### src/rtl/msg_serializer.sv
// Message-to-AXI-Stream serializer: captures one message of up to MAX_MSG_BYTES bytes
// and emits it as DATA_BYTES-wide beats with tkeep/tlast/tuser qualifiers.
module msg_serializer #(
   parameter int unsigned MAX_MSG_BYTES = 32,
   parameter int unsigned DATA_BYTES    = 8,
   parameter int unsigned TKEEP_WIDTH   = 8
) (
   input  logic                       clk,
   input  logic                       rst,
   input  logic                       msg_valid,
   output logic                       msg_ready,
   input  logic [15:0]                msg_length,
   input  logic [8*MAX_MSG_BYTES-1:0] msg_data,
   input  logic                       msg_error,
   output logic                       m_tvalid,
   input  logic                       m_tready,
   output logic                       m_tlast,
   output logic [8*DATA_BYTES-1:0]    m_tdata,
   output logic [TKEEP_WIDTH-1:0]     m_tkeep,
   output logic                       m_tuser
);

   localparam int unsigned MSG_W   = 8 * MAX_MSG_BYTES;
   localparam int unsigned TDATA_W = 8 * DATA_BYTES;
   localparam int unsigned CNT_W   = $clog2(MAX_MSG_BYTES / DATA_BYTES) + 1;

   typedef enum logic {IDLE, SEND} state_t;

   typedef struct packed {
      logic [TDATA_W-1:0]    data;
      logic [DATA_BYTES-1:0] keep;
      logic                  last;
      logic                  user;
   } beat_t;

   state_t             state;
   logic [MSG_W-1:0]   data_q;
   logic [15:0]        len_q;
   logic               err_q;
   logic [CNT_W-1:0]   cnt;
   beat_t              first_beat;
   beat_t              next_beat;

   // Build beat k of a message; illegal lengths collapse to a single null beat.
   function automatic beat_t make_beat(input logic [MSG_W-1:0] data,
                                       input logic [15:0]      len,
                                       input logic             err,
                                       input logic [CNT_W-1:0] k);
      beat_t              b;
      logic [16:0]        base;
      logic [TDATA_W-1:0] window;
      logic [TDATA_W-1:0] bytemask;
      b        = '0;
      bytemask = '0;
      base     = 17'(k) * 17'(DATA_BYTES);
      window   = TDATA_W'(data >> (base * 17'd8));
      if (len == 16'd0 || 17'(len) > 17'(MAX_MSG_BYTES)) begin
         b.last = 1'b1;
         b.user = 1'b1;
      end else begin
         for (int unsigned i = 0; i < DATA_BYTES; i++) begin
            if (base + 17'(i) < 17'(len)) begin
               b.keep   |= DATA_BYTES'(1) << i;
               bytemask |= TDATA_W'(8'hFF) << (8 * i);
            end
         end
         b.data = window & bytemask;
         b.last = (17'(len) <= base + 17'(DATA_BYTES));
         b.user = b.last & err;
      end
      return b;
   endfunction

   assign first_beat = make_beat(msg_data, msg_length, msg_error, '0);
   assign next_beat  = make_beat(data_q, len_q, err_q, cnt + CNT_W'(1));

   // Control FSM with all stream outputs registered.
   always_ff @(posedge clk) begin
      if (rst) begin
         state     <= IDLE;
         msg_ready <= 1'b0;
         m_tvalid  <= 1'b0;
         m_tlast   <= 1'b0;
         m_tuser   <= 1'b0;
         m_tkeep   <= '0;
         m_tdata   <= '0;
         cnt       <= '0;
         data_q    <= '0;
         len_q     <= '0;
         err_q     <= 1'b0;
      end else begin
         case (state)
            IDLE: begin
               if (msg_valid && msg_ready) begin
                  data_q    <= msg_data;
                  len_q     <= msg_length;
                  err_q     <= msg_error;
                  cnt       <= '0;
                  msg_ready <= 1'b0;
                  m_tvalid  <= 1'b1;
                  m_tdata   <= first_beat.data;
                  m_tkeep   <= TKEEP_WIDTH'(first_beat.keep);
                  m_tlast   <= first_beat.last;
                  m_tuser   <= first_beat.user;
                  state     <= SEND;
               end else begin
                  msg_ready <= 1'b1;
               end
            end
            SEND: begin
               if (m_tready) begin
                  if (m_tlast) begin
                     state     <= IDLE;
                     msg_ready <= 1'b1;
                     m_tvalid  <= 1'b0;
                     m_tlast   <= 1'b0;
                     m_tuser   <= 1'b0;
                     m_tkeep   <= '0;
                     m_tdata   <= '0;
                  end else begin
                     cnt     <= cnt + CNT_W'(1);
                     m_tdata <= next_beat.data;
                     m_tkeep <= TKEEP_WIDTH'(next_beat.keep);
                     m_tlast <= next_beat.last;
                     m_tuser <= next_beat.user;
                  end
               end
            end
         endcase
      end
   end

endmodule

### config.mk
export PLATFORM = sky130hd
export DESIGN_NAME = msg_serializer
export DESIGN_NICKNAME = d
export VERILOG_FILES = /design/src/rtl/msg_serializer.sv
export SDC_FILE = /design/constraint.sdc
export NUM_CORES = 1
export LEC_CHECK = 0
export BUFFER_PORTS_ARGS = -buffer_cell sky130_fd_sc_hd__clkbuf_2
export CAP_MARGIN = 20
export CORE_MARGIN = 3
export CORE_UTILIZATION = 41
export DETAILED_ROUTE_END_ITERATION = 16
export PLACE_DENSITY_LB_ADDON = 0.12
export SLEW_MARGIN = 20
export SYNTH_ARGS = -nofsm -noshare
export SYNTH_HDL_FRONTEND = slang
export SYNTH_SLANG_ARGS = --single-unit
export TNS_END_PERCENT = 10
### constraint.sdc
create_clock -name clk -period 5.8 [get_ports clk]
set_input_delay 1.74 -clock clk [delete_from_list [all_inputs] [get_ports clk]]
set_output_delay 1.74 -clock clk [all_outputs]
set_load 0.01 [all_outputs]
* After elaboration in Yosys (flattened, before gate mapping)
Index checks and enable logic that the tools add are counted. Widths: inputs -> output; s select.
Word-level totals: logic and storage cells 130, input bits 277, register bits after elaboration 353, output and inout bits 76
Cells by class: add/sub/neg operators 9, magnitude comparators 20, reduce and logical (&&, ||, !) cells 10, bitwise logic cells 5, shift-type cells 1, muxes and demuxes 70, eq/ne operators 4
Operators by type and width (number):
- $mux 64 | 7
- $shr 256x9->64 | 1
- $mux 72 | 2
- $and 64x64->64 | 2
- $pmux 64 s2 | 1
- $lt 7x16->1 | 7
- $mux 56 | 2
- $mux 48 | 2
- $mux 40 | 2
- $lt 3x16->1 const A | 4
- $mux 32 | 2
- $mux 8 | 7
- $mux 24 | 2
- $gt 16x6->1 const B | 2
- $logic_not 16->1 | 2
- $lt 1x16->1 const A | 2
- $lt 2x16->1 const A | 2
- $mux 16 | 2
- $add 6x3->7 const B | 4
- $mux 1 | 17
- $le 16x4->1 const B | 1
- $le 16x7->1 | 1
- $lt 6x16->1 | 1
- $pmux 8 s2 | 1
- other kinds (19) | 43

* Logic depth before layout (Yosys ltp)
word-level depth 16, gate-level depth with buffers 15

* Worst setup path after synthesis
OpenSTA, ideal clock, no wires.
kind reg-to-reg, from reg cnt[0], to reg m_tdata[42], cell stages (with the launch flop) 16, clock period less this slack 4.077 ns, arrival 3.991 ns, required time 5.714 ns, buffers on the path 6, slack 1.723 ns, cells stage by stage dfxtp_1 clkbuf_1 buf_2 clkbuf_1 inv_1 ha_1 clkbuf_1 buf_1 inv_1 ha_1 a21oi_1 nor2_1 nor2_1 clkbuf_1 nand4_1 a211oi_1
Between the ends: longest elaborated chain between the ends 12, elaborated cells between the ends (all ways) 13, classes of those cells add/sub (2); order compare (1); shift (1); mux (8); bitwise (1)
RTL lines:
- from (decl) | line 40 | logic [CNT_W-1:0] cnt;
- from (signal assigned) | line 121 | cnt <= cnt + CNT_W'(1);
- $add 3x1->3 * | line 75 | assign next_beat = make_beat(data_q, len_q, err_q, cnt + CNT_W'(1));
- $add 6x3->7 | line 62 | if (base + 17'(i) < 17'(len)) begin
- $lt 7x16->1 | line 62
- $mux 48 | line 62
- $mux 56 | line 62
- $mux 64 | line 62
- $mux 64 | line 57 | if (len == 16'd0 || 17'(len) > 17'(MAX_MSG_BYTES)) begin
- $and 64x64->64 * | line 67 | b.data = window & bytemask;
- $mux 72 * | line 57
- $mux 64 * | line 112 | if (m_tlast) begin
- $mux 64 * | line 111 | if (m_tready) begin
- $pmux 64 s2 * | line 92 | case (state)
- to (signal assigned) | line 101 | m_tdata <= first_beat.data;
- to (signal assigned) | line 122 | m_tdata <= next_beat.data;
- to (decl) | line 18 | output logic [8*DATA_BYTES-1:0] m_tdata,
Every way passes the cells marked *; elsewhere a longest branch is shown, timed or not. The select of a mux whose other input is x is not followed. A chain may end at the register's enable or synchronous reset.

* Final worst setup path
from in msg_valid, to reg cnt[2]
Between the ends: longest elaborated chain between the ends 3
RTL lines:
- from (decl) | line 10 | input logic msg_valid,
- $logic_and 1x1->1 | line 94 | if (msg_valid && msg_ready) begin
- $ne 2x2->1 (no line)
- $reduce_and 3->1 (no line)
No other way between the ends.

==> impl_metrics.py <==
metrics = {
    "yosys": {
        "synth-xor-area-share_pct": 0.1748,
        "netlist_instances": 1789,
        "synth_seq_cells": 353,
        "synth_edf_count": 0,
        "synth.distinct_cells": 51,
        "synth_top_area_share_pct": 47.02,
        "syn_area_um2": 15030,
        "synth_fp_nets": 2076,
        "async_reset_ff_share_pct": 0,
        "yosysSeqAreaShare_pct": 47.02,
        "yosys.area_share.adder_pct": 0.8325,
        "synth.area.top_cells": "dfxtp_1 (47%), nand2_1 (14%), a21oi_1 (10%), mux4_2 (9.6%), clkbuf_1 (3.5%)",
        "yosys.area.top_type": "dfxtp_1",
        "synth-simple-area-share_pct": 19.92,
        "synth_compound_area_share_pct": 18.06,
        "synthMuxAreaShare_pct": 9.590,
        "synth_top_family_by_area": "simple AND/OR/NAND/NOR gates",
        "syn_area_per_cell_um2": 8.401,
        "synth_ff_type": "dfxtp_1",
        "yosysMostFrequentCell": "nand2_1",
        "synthTopCellsByCount": "nand2_1 (567), dfxtp_1 (353), a21oi_1 (301)",
        "yosys_warnings": 0,
    },
    "cts": {
        "post_cts_resized": 0,
        "h-tree-depth": 2,
        "clk_latency_ns": 0.53,
        "cts_tree": "yes",
        "cts_sinks": 353,
        "clkSlewWorstSetupHoldPaths_ns": 0.06,
        "post-cts-setup-buffer-count": 0,
        "cts-root-buf": "clkbuf_16",
        "clock_path_buffers": 3,
        "hold_buffers": 0,
        "cts_buffers": 39,
    },
    "worst_setup_path": {
        "cp.arrival_ns": 4.17,
        "timing.rr.start": "cnt[0]",
        "crit_start": "msg_valid",
        "cp_max_fo": 97,
        "required_ns": 6.20,
        "startpoint_type": "input pin",
        "cpPeakStageDelay_ns": 0.89,
        "r2r_cells": 9,
        "reg2reg_slack_ns": 2.29,
        "crit_chain": "clkbuf_2, and3_4, buf_4, o22ai_1, o21ai_0, a21oi_1",
        "worstSetupPathType": "in2reg",
        "timing.rr.end": "m_tdata[41]",
        "cp_slowest_cell": "buf_4",
        "cp-end-kind": "register",
        "critPathCapture": "cnt[2]",
    },
    "routing": {
        "routedWlPerCell_um": 18.85,
        "via_count": 13780,
        "firstDrtPassIters": 5,
        "routed_wl_um": 47760,
        "drt-initial-drc-count": 771,
        "viasPerCell": 5.441,
        "ant_nets": 0,
        "route.detailed.drc": 0,
    },
    "die": {
        "start_util_pct": 41.95,
        "io_pins": 353,
        "coreArea_um2": 35830,
        "die_h_um": 197.5,
        "dieWidth_um": 197.5,
        "die_area_um2": 38990,
        "std_cell_rows": 69,
    },
    "placed_design": {
        "placed_cells": 2461,
        "numPortBuffers": 352,
        "dpl.hpwl_um": 31530,
        "routabilityCongestion": 0.7891,
    },
    "timing": {
        "tns_ns": 0,
        "setup_viol": 0,
        "worst_pin_slew_ns": 1.085,
        "rsz0062_at_grt": "no",
        "max-slew-margin-rel_pct": 27.66,
        "hold_ws_ns": 0.4496,
        "hold_viol_final": 0,
        "slew_viol_final": 0,
        "final.min_clock_period_ns": 3.777,
        "worst_clock_skew_ns": 0.02045,
        "fmax_mhz": 264.8,
        "finalCritPeriodShare_pct": 65.12,
    },
    "global_route": {
        "grt_pass1_wl_um": 74510,
        "grt_util_all_layers_pct": 23.88,
        "grt_pass1_vias": 13440,
        "overflow": 0,
        "grt_max_degree": 154,
        "antenna_found_initial": 4,
    },
    "power_and_ir_drop": {
        "p_leak_uw": 0.007027,
        "power_density_nw_per_um2": 320.9,
        "fin_total_pwr_uw": 5865,
        "max-vdd-ir-drop_v": 0.0002118,
    },
    "cells_and_area": {
        "nets": 2330,
        "seqCellArea_um2": 7071,
        "final_util_pct": 51.02,
        "areaGrowthSynthToFinish_pct": 21.62,
        "drive_gt1_share_pct": 24.82,
        "final_cells": 2533,
        "multi_input_comb_area_um2": 7363,
        "fillers": 3487,
    },
    "run": {
        "max_cap_violations": 0,
    },
    "run_status": {
        "status": "completed",
    },
    "hold_path": {
        "min_path_type": "reg2reg",
    },
}
-- through the flow --
stage	area (µm²)	setup WS, ns
after global routing	18280	1.870
after global placement	16960	1.522
after CTS	18220	2.090
final	18280	2.023
after floorplan	15030	1.723
after detailed placement	16960	1.521
-- worst max-delay path, delay by kind of cell --
kind                   cells  cell delay [ns]
AOI/OAI and AO/OA          3             0.60
and+or+nand+nor            1             0.65
buffers and inverters      2             1.03
-- power breakdown --
group	switching (µW)	leakage, µW	internal [µW]
logic	485	0.00353	292
registers	95.0	0.00288	2580
clock network	978	0.000619	1440
-- cells in the final DEF, fill, tap and decap left out, types with 5 or more instances in the layout --
cell       count
clkbuf_1       8
a211oi_1      55
nor2_1        70
clkinv_2       6
a21oi_1      300
nand2_1      566
nand4_1       27
ha_1           9
clkbuf_8      12
a31oi_1       56
o21ai_0        5
dfxtp_1      352
o21bai_1      17
a32oi_1       11
mux4_2        64
clkbuf_16     39
inv_1         10
buf_4         10
nor3_1         5
nand3_1       29
clkbuf_2     351
-- area by class of cell --
class / count / area share [%]
multi-input combinational: 1271 / 40.28
sequential: 353 / 38.68
timing repair buffer: 368 / 10.79
clock buffer: 59 / 6.407
tap: 461 / 3.156
clock inverter: 10 / 0.4586
inverter: 10 / 0.2054
antenna: 1 / 0.01369
-- cells by family after synthesis --
family                   after synthesis
buffers and inverters                165
flip-flops                           353
multiplexers                          64
XOR/XNOR                               3
AND/OR/NAND/NOR                      727
AO/OA/AOI/OAI                        467
adder cells (fa/ha/maj)               10
-- worst min-delay path by stage --
stage / start / endpoint / slack, ns / depth (start not counted)
final: data_q[69] / data_q[69] / 0.45 / 2
after global routing: data_q[55] / data_q[55] / 0.47 / 2
after CTS: data_q[43] / data_q[43] / 0.45 / 2
after detailed placement: data_q[43] / data_q[43] / 0.44 / 2
after global placement: data_q[2] / data_q[2] / 0.44 / 2
after floorplan: len_q[10] / len_q[10] / 0.43 / 2
-- registers in the layout, summed over array words and instances (netlist names) --
signal     flops
cnt            3
data_q       256
err_q          1
len_q         16
m_tdata       64
m_tkeep        8
m_tlast        1
m_tuser        1
m_tvalid       1
msg_ready      1
state          1
-- per-layer routing --
layer | up-vias | GRT usage (%) | routed length (µm) | part of all wire [%]
li1 | 6735 | - | - | -
met1 | 6564 | 32.98 | 21660 | 45
met2 | 398 | 38.21 | 21820 | 46
met3 | 78 | 5.185 | 3122 | 6.5
met4 | 8 | 6.336 | 1101 | 2.3
met5 | - | 0 | 57 | 0.12
No activity file was read; power rests on OpenSTA's default activity.
